$ cat src/rtl/cpu_pkg.sv
// Shared state encoding, instruction field codes and mux encodings for the
// RISC sequencing controller.
package cpu_pkg;

   typedef enum logic [4:0] {
      RST  = 5'd0,
      IF1  = 5'd1,
      IF2  = 5'd2,
      UPC  = 5'd3,
      DEC  = 5'd4,
      WIMM = 5'd5,
      GETA = 5'd6,
      GETB = 5'd7,
      EXEC = 5'd8,
      CMPS = 5'd9,
      WRC  = 5'd10,
      ADDR = 5'd11,
      LDRD = 5'd12,
      LDWB = 5'd13,
      STWR = 5'd14,
      HALT = 5'd15
   } state_t;

   localparam logic [2:0] OPC_MOV  = 3'b110;
   localparam logic [2:0] OPC_ALU  = 3'b101;
   localparam logic [2:0] OPC_LDR  = 3'b011;
   localparam logic [2:0] OPC_STR  = 3'b100;
   localparam logic [2:0] OPC_HALT = 3'b111;

   localparam logic [1:0] OP_MOV_SH  = 2'b00;
   localparam logic [1:0] OP_MOV_IMM = 2'b10;
   localparam logic [1:0] OP_ADD     = 2'b00;
   localparam logic [1:0] OP_CMP     = 2'b01;
   localparam logic [1:0] OP_AND     = 2'b10;
   localparam logic [1:0] OP_MVN     = 2'b11;
   localparam logic [1:0] OP_MEM     = 2'b00;

   localparam logic [2:0] NSEL_RN = 3'b001;
   localparam logic [2:0] NSEL_RD = 3'b010;
   localparam logic [2:0] NSEL_RM = 3'b100;

   localparam logic [1:0] VSEL_C     = 2'b00;
   localparam logic [1:0] VSEL_IMM   = 2'b01;
   localparam logic [1:0] VSEL_PC    = 2'b10;
   localparam logic [1:0] VSEL_MDATA = 2'b11;

endpackage

$ cat src/rtl/sat_counter.sv
// Saturating up-counter; holds at all-ones once reached.
module sat_counter #(
   parameter int CNT_W = 16
) (
   input  logic             clk,
   input  logic             reset,
   input  logic             inc,
   output logic [CNT_W-1:0] count
);

   always_ff @(posedge clk or negedge reset) begin
      if (!reset) begin
         count <= '0;
      end else if (inc && (count != {CNT_W{1'b1}})) begin
         count <= count + CNT_W'(1);
      end
   end

endmodule

$ cat src/rtl/cpu_controller.sv
// Moore sequencer for the RISC datapath: fetch, decode, execute, writeback,
// plus sticky illegal-opcode flag and a retired-instruction counter.
module cpu_controller
   import cpu_pkg::*;
#(
   parameter int CNT_W = 16
) (
   input  logic             clk,
   input  logic             reset,
   input  logic [2:0]       opcode,
   input  logic [1:0]       op,
   output logic             reset_pc,
   output logic             loadpc,
   output logic             msel,
   output logic             mwrite,
   output logic             loadir,
   output logic [2:0]       nsel,
   output logic [1:0]       vsel,
   output logic             write,
   output logic             loada,
   output logic             loadb,
   output logic             asel,
   output logic             bsel,
   output logic             loadc,
   output logic             loads,
   output logic             halted,
   output logic             illegal,
   output logic [CNT_W-1:0] instr_count,
   output logic [4:0]       state_dbg
);

   state_t state, state_next;
   logic   set_illegal;
   logic   count_inc;
   logic   is_ldr, is_str, is_cmp, is_mem, a_zero;

   assign is_ldr = (opcode == OPC_LDR) && (op == OP_MEM);
   assign is_str = (opcode == OPC_STR) && (op == OP_MEM);
   assign is_cmp = (opcode == OPC_ALU) && (op == OP_CMP);
   assign is_mem = is_ldr || is_str;
   // MOV shift and MVN pass B through the ALU with A forced to zero
   assign a_zero = ((opcode == OPC_MOV) && (op == OP_MOV_SH)) ||
                   ((opcode == OPC_ALU) && (op == OP_MVN));

   always_ff @(posedge clk or negedge reset) begin
      if (!reset) begin
         state   <= RST;
         illegal <= 1'b0;
      end else begin
         state <= state_next;
         if (set_illegal) illegal <= 1'b1;
      end
   end

   always_comb begin
      state_next  = state;
      set_illegal = 1'b0;
      reset_pc    = 1'b0;
      loadpc      = 1'b0;
      msel        = 1'b0;
      mwrite      = 1'b0;
      loadir      = 1'b0;
      nsel        = 3'b000;
      vsel        = VSEL_C;
      write       = 1'b0;
      loada       = 1'b0;
      loadb       = 1'b0;
      asel        = 1'b0;
      bsel        = 1'b0;
      loadc       = 1'b0;
      loads       = 1'b0;
      halted      = 1'b0;
      case (state)
         RST: begin
            reset_pc   = 1'b1;
            loadpc     = 1'b1;
            state_next = IF1;
         end
         IF1: state_next = IF2;
         IF2: begin
            loadir     = 1'b1;
            state_next = UPC;
         end
         UPC: begin
            loadpc     = 1'b1;
            state_next = DEC;
         end
         DEC: begin
            if (opcode == OPC_HALT) begin
               state_next = HALT;
            end else begin
               case ({opcode, op})
                  {OPC_MOV, OP_MOV_IMM}: state_next = WIMM;
                  {OPC_MOV, OP_MOV_SH}:  state_next = GETB;
                  {OPC_ALU, OP_ADD},
                  {OPC_ALU, OP_CMP},
                  {OPC_ALU, OP_AND}:     state_next = GETA;
                  {OPC_ALU, OP_MVN}:     state_next = GETB;
                  {OPC_LDR, OP_MEM},
                  {OPC_STR, OP_MEM}:     state_next = GETA;
                  default: begin
                     state_next  = HALT;
                     set_illegal = 1'b1;
                  end
               endcase
            end
         end
         WIMM: begin
            nsel       = NSEL_RN;
            vsel       = VSEL_IMM;
            write      = 1'b1;
            state_next = IF1;
         end
         GETA: begin
            nsel       = NSEL_RN;
            loada      = 1'b1;
            state_next = is_mem ? ADDR : GETB;
         end
         GETB: begin
            // a store reads Rd as the data to be written to memory
            nsel  = is_str ? NSEL_RD : NSEL_RM;
            loadb = 1'b1;
            if (is_str)      state_next = STWR;
            else if (is_cmp) state_next = CMPS;
            else             state_next = EXEC;
         end
         EXEC: begin
            asel       = a_zero;
            loadc      = 1'b1;
            state_next = WRC;
         end
         CMPS: begin
            loads      = 1'b1;
            state_next = IF1;
         end
         WRC: begin
            nsel       = NSEL_RD;
            vsel       = VSEL_C;
            write      = 1'b1;
            state_next = IF1;
         end
         ADDR: begin
            bsel       = 1'b1;
            loadc      = 1'b1;
            state_next = is_ldr ? LDRD : GETB;
         end
         LDRD: begin
            msel       = 1'b1;
            state_next = LDWB;
         end
         LDWB: begin
            msel       = 1'b1;
            nsel       = NSEL_RD;
            vsel       = VSEL_MDATA;
            write      = 1'b1;
            state_next = IF1;
         end
         STWR: begin
            msel       = 1'b1;
            mwrite     = 1'b1;
            state_next = IF1;
         end
         HALT: begin
            halted     = 1'b1;
            state_next = HALT;
         end
         default: state_next = RST;
      endcase
   end

   assign count_inc = (state_next == IF1) && (state != RST);
   assign state_dbg = state;

   sat_counter #(.CNT_W(CNT_W)) u_count (
      .clk   (clk),
      .reset (reset),
      .inc   (count_inc),
      .count (instr_count)
   );

endmodule

$ cat config.mk
export PLATFORM = sky130hd
export DESIGN_NAME = cpu_controller
export DESIGN_NICKNAME = d
export VERILOG_FILES = /design/src/rtl/cpu_pkg.sv /design/src/rtl/sat_counter.sv /design/src/rtl/cpu_controller.sv
export SDC_FILE = /design/constraint.sdc
export NUM_CORES = 1
export LEC_CHECK = 0
export CORE_MARGIN = 2
export CORE_UTILIZATION = 46
export DETAILED_ROUTE_END_ITERATION = 10
export HOLD_SLACK_MARGIN = 0.1
export PLACE_DENSITY = 0.8
export SYNTH_ARGS = -nofsm -noshare
export SYNTH_HDL_FRONTEND = slang
export SYNTH_SLANG_ARGS = --single-unit
$ cat constraint.sdc
create_clock -name clk -period 2.6 [get_ports clk]
set_input_delay 0.52 -clock clk [delete_from_list [all_inputs] [get_ports clk]]
set_output_delay 0.52 -clock clk [all_outputs]
set_load 0.02 [all_outputs]
==> metrics.txt <==
# TYPE chip_impl_metric gauge
chip_impl_info{name="outcome",value="completed"} 1
chip_impl_metric{name="max-cap-violations",unit=""} 0
chip_impl_metric{name="final_antenna_net_count",unit=""} 0
chip_impl_metric{name="critical_path.max_fanout",unit=""} 15
chip_impl_metric{name="routed-via-count",unit=""} 1493
chip_impl_metric{name="min_period",unit="ns"} 2.540
chip_impl_metric{name="synth_compound_gate_area_share",unit="%"} 12.52
chip_impl_metric{name="fin_util",unit="%"} 70.54
chip_impl_metric{name="layout-area-overhead-vs-synth",unit="%"} 47.22
chip_impl_metric{name="cts_max_path_buffers",unit=""} 2
chip_impl_metric{name="dp.cells",unit=""} 256
chip_impl_metric{name="ff_latch_area",unit="um2"} 528.0
chip_impl_metric{name="synth_edf_count",unit=""} 0
chip_impl_metric{name="fp.dieH",unit="um"} 59.93
chip_impl_metric{name="number_of_antenna_violations_at_the_first_check_in_global_routing",unit=""} 0
chip_impl_metric{name="place.detailed.hpwl",unit="um"} 3007
chip_impl_metric{name="synth.yosys.warnings",unit=""} 0
chip_impl_info{name="critical_path.startpoint_type",value="flop"} 1
chip_impl_info{name="cts_root_buffer",value="sky130_fd_sc_hd__clkbuf_4"} 1
chip_impl_metric{name="hold_viol",unit=""} 0
chip_impl_info{name="most-common-layout-cells",value="sky130_fd_sc_hd__clkdlybuf4s50_1, sky130_fd_sc_hd__buf_4, sky130_fd_sc_hd__nand2_1"} 1
chip_impl_metric{name="syn_nets",unit=""} 174
chip_impl_metric{name="wl_met1",unit="um"} 1622
chip_impl_metric{name="cellLeakagePower",unit="uW"} 0.0009664
chip_impl_metric{name="synth_adder_area_share",unit="%"} 0.8696
chip_impl_info{name="main_combinational_cell_family_by_area_after_synthesis",value="simple AND/OR/NAND/NOR gates"} 1
chip_impl_metric{name="final_net_count",unit=""} 240
chip_impl_info{name="critical_path.endpoint_type",value="output pin"} 1
chip_impl_metric{name="power.ir.vdd_worst",unit="mV"} 0.6447
chip_impl_metric{name="fin_worst_skew",unit="ns"} 0.005866
chip_impl_metric{name="yosys_reg_bits",unit=""} 21
chip_impl_metric{name="clkSlewWorstSetupHoldPaths",unit="ns"} 0.11
chip_impl_metric{name="fp.coreArea",unit="um2"} 3003
chip_impl_metric{name="floorplan.io_pins",unit=""} 47
chip_impl_metric{name="effective_utilization_at_floorplan",unit="%"} 47.92
chip_impl_info{name="worst-setup-path-type",value="flop to output pin"} 1
chip_impl_info{name="tritoncts_clock_tree",value="built"} 1
chip_impl_metric{name="fin_crit_share",unit="%"} 97.71
chip_impl_metric{name="post_synth_instance_area",unit="um2"} 1439
chip_impl_metric{name="num_rows",unit=""} 20
chip_impl_metric{name="multiInputGateArea",unit="um2"} 875.8
chip_impl_metric{name="cts_buffers",unit=""} 3
chip_impl_metric{name="multiplexer_share_of_the_synthesized_area",unit="%"} 1.391
chip_impl_metric{name="ys_types",unit=""} 45
chip_impl_metric{name="syn-mean-instance-area",unit="um2"} 8.668
chip_impl_metric{name="fraction_of_final_layout_cells_sized_beyond_drive_strength_1",unit="%"} 20.35
chip_impl_info{name="postSynth.topFlopCell",value="sky130_fd_sc_hd__dfrtp_1"} 1
chip_impl_metric{name="wire_length_of_the_first_global_routing_pass",unit="um"} 6341
chip_impl_metric{name="gr_overflow_total",unit=""} 0
chip_impl_metric{name="syn-instance-count",unit=""} 166
chip_impl_metric{name="final-setup-viol-count",unit=""} 0
chip_impl_metric{name="holdBufCountCts",unit=""} 0
chip_impl_metric{name="drt_iter0_markers",unit=""} 86
chip_impl_metric{name="xor_and_xnor_fraction_of_the_mapped_netlist_area",unit="%"} 9.130
chip_impl_metric{name="wl_met3",unit="um"} 231
chip_impl_metric{name="total_wirelength",unit="um"} 3938
chip_impl_metric{name="maxClockFrequency",unit="MHz"} 393.6
chip_impl_metric{name="fp.dieW",unit="um"} 59.93
chip_impl_metric{name="final-max-slew-violation-count",unit=""} 0
chip_impl_metric{name="place.port_buffers",unit=""} 45
chip_impl_metric{name="clock-sinks",unit=""} 21
chip_impl_metric{name="final_std_cells_w_o_fill",unit=""} 264
chip_impl_metric{name="worstSkewPairLatency",unit="ns"} 0.30
chip_impl_metric{name="die-area",unit="um2"} 3592
chip_impl_metric{name="p_per_area",unit="nW/um2"} 985.9
chip_impl_info{name="most_frequent_standard_cell_in_the_layout_excluding_fill_and_tap_cells",value="sky130_fd_sc_hd__clkdlybuf4s50_1"} 1
chip_impl_metric{name="largest_net_degree_at_the_start_of_global_routing",unit=""} 22
chip_impl_metric{name="sum_of_met2_wire_segment_lengths_after_detailed_routing",unit="um"} 2039
chip_impl_metric{name="first_global_vias",unit=""} 1447
chip_impl_metric{name="synthSimpleGateAreaFrac",unit="%"} 35.04
chip_impl_metric{name="h-tree-depth",unit=""} 1
chip_impl_metric{name="gr-usage-all-layers",unit="%"} 22.97
chip_impl_metric{name="total_inserted_antenna_cells",unit=""} 0
chip_impl_metric{name="synthArstFlopShare",unit="%"} 100.0
chip_impl_info{name="hp-class",value="flop to flop"} 1
chip_impl_metric{name="critPathArrivalTime",unit="ns"} 2.02
chip_impl_metric{name="n_fill_cell",unit=""} 237
chip_impl_metric{name="drt_drc_violations_left",unit=""} 0
chip_impl_metric{name="cp.required",unit="ns"} 2.08
chip_impl_metric{name="drt_pre_antenna_iters",unit=""} 4
chip_impl_metric{name="drt-wirelength-per-cell",unit="um"} 14.92
chip_impl_info{name="maxUsedRoutingLayer",value="met4"} 1
chip_impl_metric{name="ys_seq_area_share",unit="%"} 36.52
chip_impl_metric{name="global_placer_s_final_weighted_congestion",unit=""} 0.9090
chip_impl_metric{name="vias_per_cell",unit=""} 5.655
[where the power goes]
| part | total [uW] | leakage [uW] | internal, uW | switching [uW] |
|---|---|---|---|---|
| Combinational | 1400 | 0.000682 | 644 | 751 |
| Sequential | 539 | 0.000267 | 406 | 132 |
| Clock | 154 | 0.0000177 | 57.4 | 97.0 |
| Total | 2090 | 0.000966 | 1110 | 980 |
[synthesized netlist by cell type (2+ instances only)]
| cell type | n | area, um2 |
|---|---|---|
| sky130_fd_sc_hd__dfrtp_1 | 21 | 525.5 |
| sky130_fd_sc_hd__nand3_1 | 8 | 40.04 |
| sky130_fd_sc_hd__nor3b_1 | 2 | 15.01 |
| sky130_fd_sc_hd__nor2_1 | 16 | 60.06 |
| sky130_fd_sc_hd__buf_4 | 2 | 15.01 |
| sky130_fd_sc_hd__nor3_2 | 5 | 50.05 |
| sky130_fd_sc_hd__nand2b_1 | 7 | 43.79 |
| sky130_fd_sc_hd__xor2_1 | 6 | 52.55 |
| sky130_fd_sc_hd__and3_1 | 3 | 18.77 |
| sky130_fd_sc_hd__nor2b_1 | 2 | 12.51 |
| sky130_fd_sc_hd__nor4_2 | 2 | 25.02 |
| sky130_fd_sc_hd__nand4_1 | 5 | 31.28 |
| sky130_fd_sc_hd__o211ai_1 | 2 | 15.01 |
| sky130_fd_sc_hd__or2_1 | 2 | 12.51 |
| sky130_fd_sc_hd__o22ai_1 | 3 | 18.77 |
| sky130_fd_sc_hd__a21o_1 | 4 | 30.03 |
| sky130_fd_sc_hd__a21oi_1 | 6 | 30.03 |
| sky130_fd_sc_hd__inv_1 | 2 | 7.510 |
| sky130_fd_sc_hd__a211oi_1 | 2 | 15.01 |
| sky130_fd_sc_hd__buf_2 | 4 | 20.02 |
| sky130_fd_sc_hd__nor3_1 | 7 | 35.03 |
| sky130_fd_sc_hd__xnor2_1 | 9 | 78.83 |
| sky130_fd_sc_hd__mux2i_1 | 2 | 20.02 |
| sky130_fd_sc_hd__o21ai_0 | 4 | 20.02 |
| sky130_fd_sc_hd__nand2_1 | 20 | 75.07 |
[worst max-delay path, cell delays in order (launching register included)]
cell and delay (ns):
sky130_fd_sc_hd__dfrtp_2 0.53, sky130_fd_sc_hd__nand2b_2 0.24, sky130_fd_sc_hd__nand2_1 0.09, sky130_fd_sc_hd__nor3_1 0.19, sky130_fd_sc_hd__clkdlybuf4s50_1 0.65
[repair_timing]
action / CTS / global route
setup buffers: 0 / 4
hold endpoints to repair: 0 / 0
pin swaps: 1 / 1
endpoints found under the setup margin: 5 / 9
gates resized for setup: 11 / 12
[kinds of logic after synthesis]
logic type	Yosys count
compound gates	27
xor+xnor	15
fa+ha+maj	1
buf+inv	11
flops	21
mux	2
other cells	1
simple gates	88
[layout make-up]
cell class	instances	share of cell area (%)
multi-input combinational	134	41.35
timing repair buffer	70	30.12
sequential	21	24.93
tap	33	1.949
clock buffer	3	1.063
inverter	2	0.3544
clock inverter	1	0.2363
[metal layers]
metal | track usage [%] | vias up
li1 | - | 713
met1 | 27.73 | 704
met2 | 42.39 | 70
met3 | 1.948 | 6
met4 | 7.619 | 0
met5 | 0 | -
[through the flow]
step / setup TNS (ns) / power [uW] / worst slack [ns] / area [um2] / hold slack, ns
finish: 0 / 2088 / 0.05966 / 2118 / 0.4719
global route: -0.02548 / 2227 / -0.02548 / 2118 / 0.5131
CTS: 0 / 2026 / 0.002671 / 2069 / 0.4810
detailed placement: -3.887 / 1868 / -0.3605 / 2034 / 0.4559
global placement: -2.545 / 1837 / -0.2711 / 2034 / 0.4446
floorplan: 0 / 1304 / 0.2581 / 1439 / 0.2244
[sequential cells by signal, summed over array words and instances (netlist names)]
| name | count |
|---|---|
| state_dbg | 4 |
| u_count.count | 16 |
| illegal | 1 |
[worst paths after layout]
kind	from	end	slack [ns]	cells past startpoint
min	illegal	illegal	0.47	1
max in group asynchronous	reset	state_dbg[0]	1.83	2
min reg2reg	illegal	illegal	0.47	1
max	state_dbg[1]	loadpc	0.06	4
min in group asynchronous	reset	u_count.count[12]	0.54	2
max reg2reg	u_count.count[3]	u_count.count[13]	0.22	8
(Power assumes the default switching activity.)
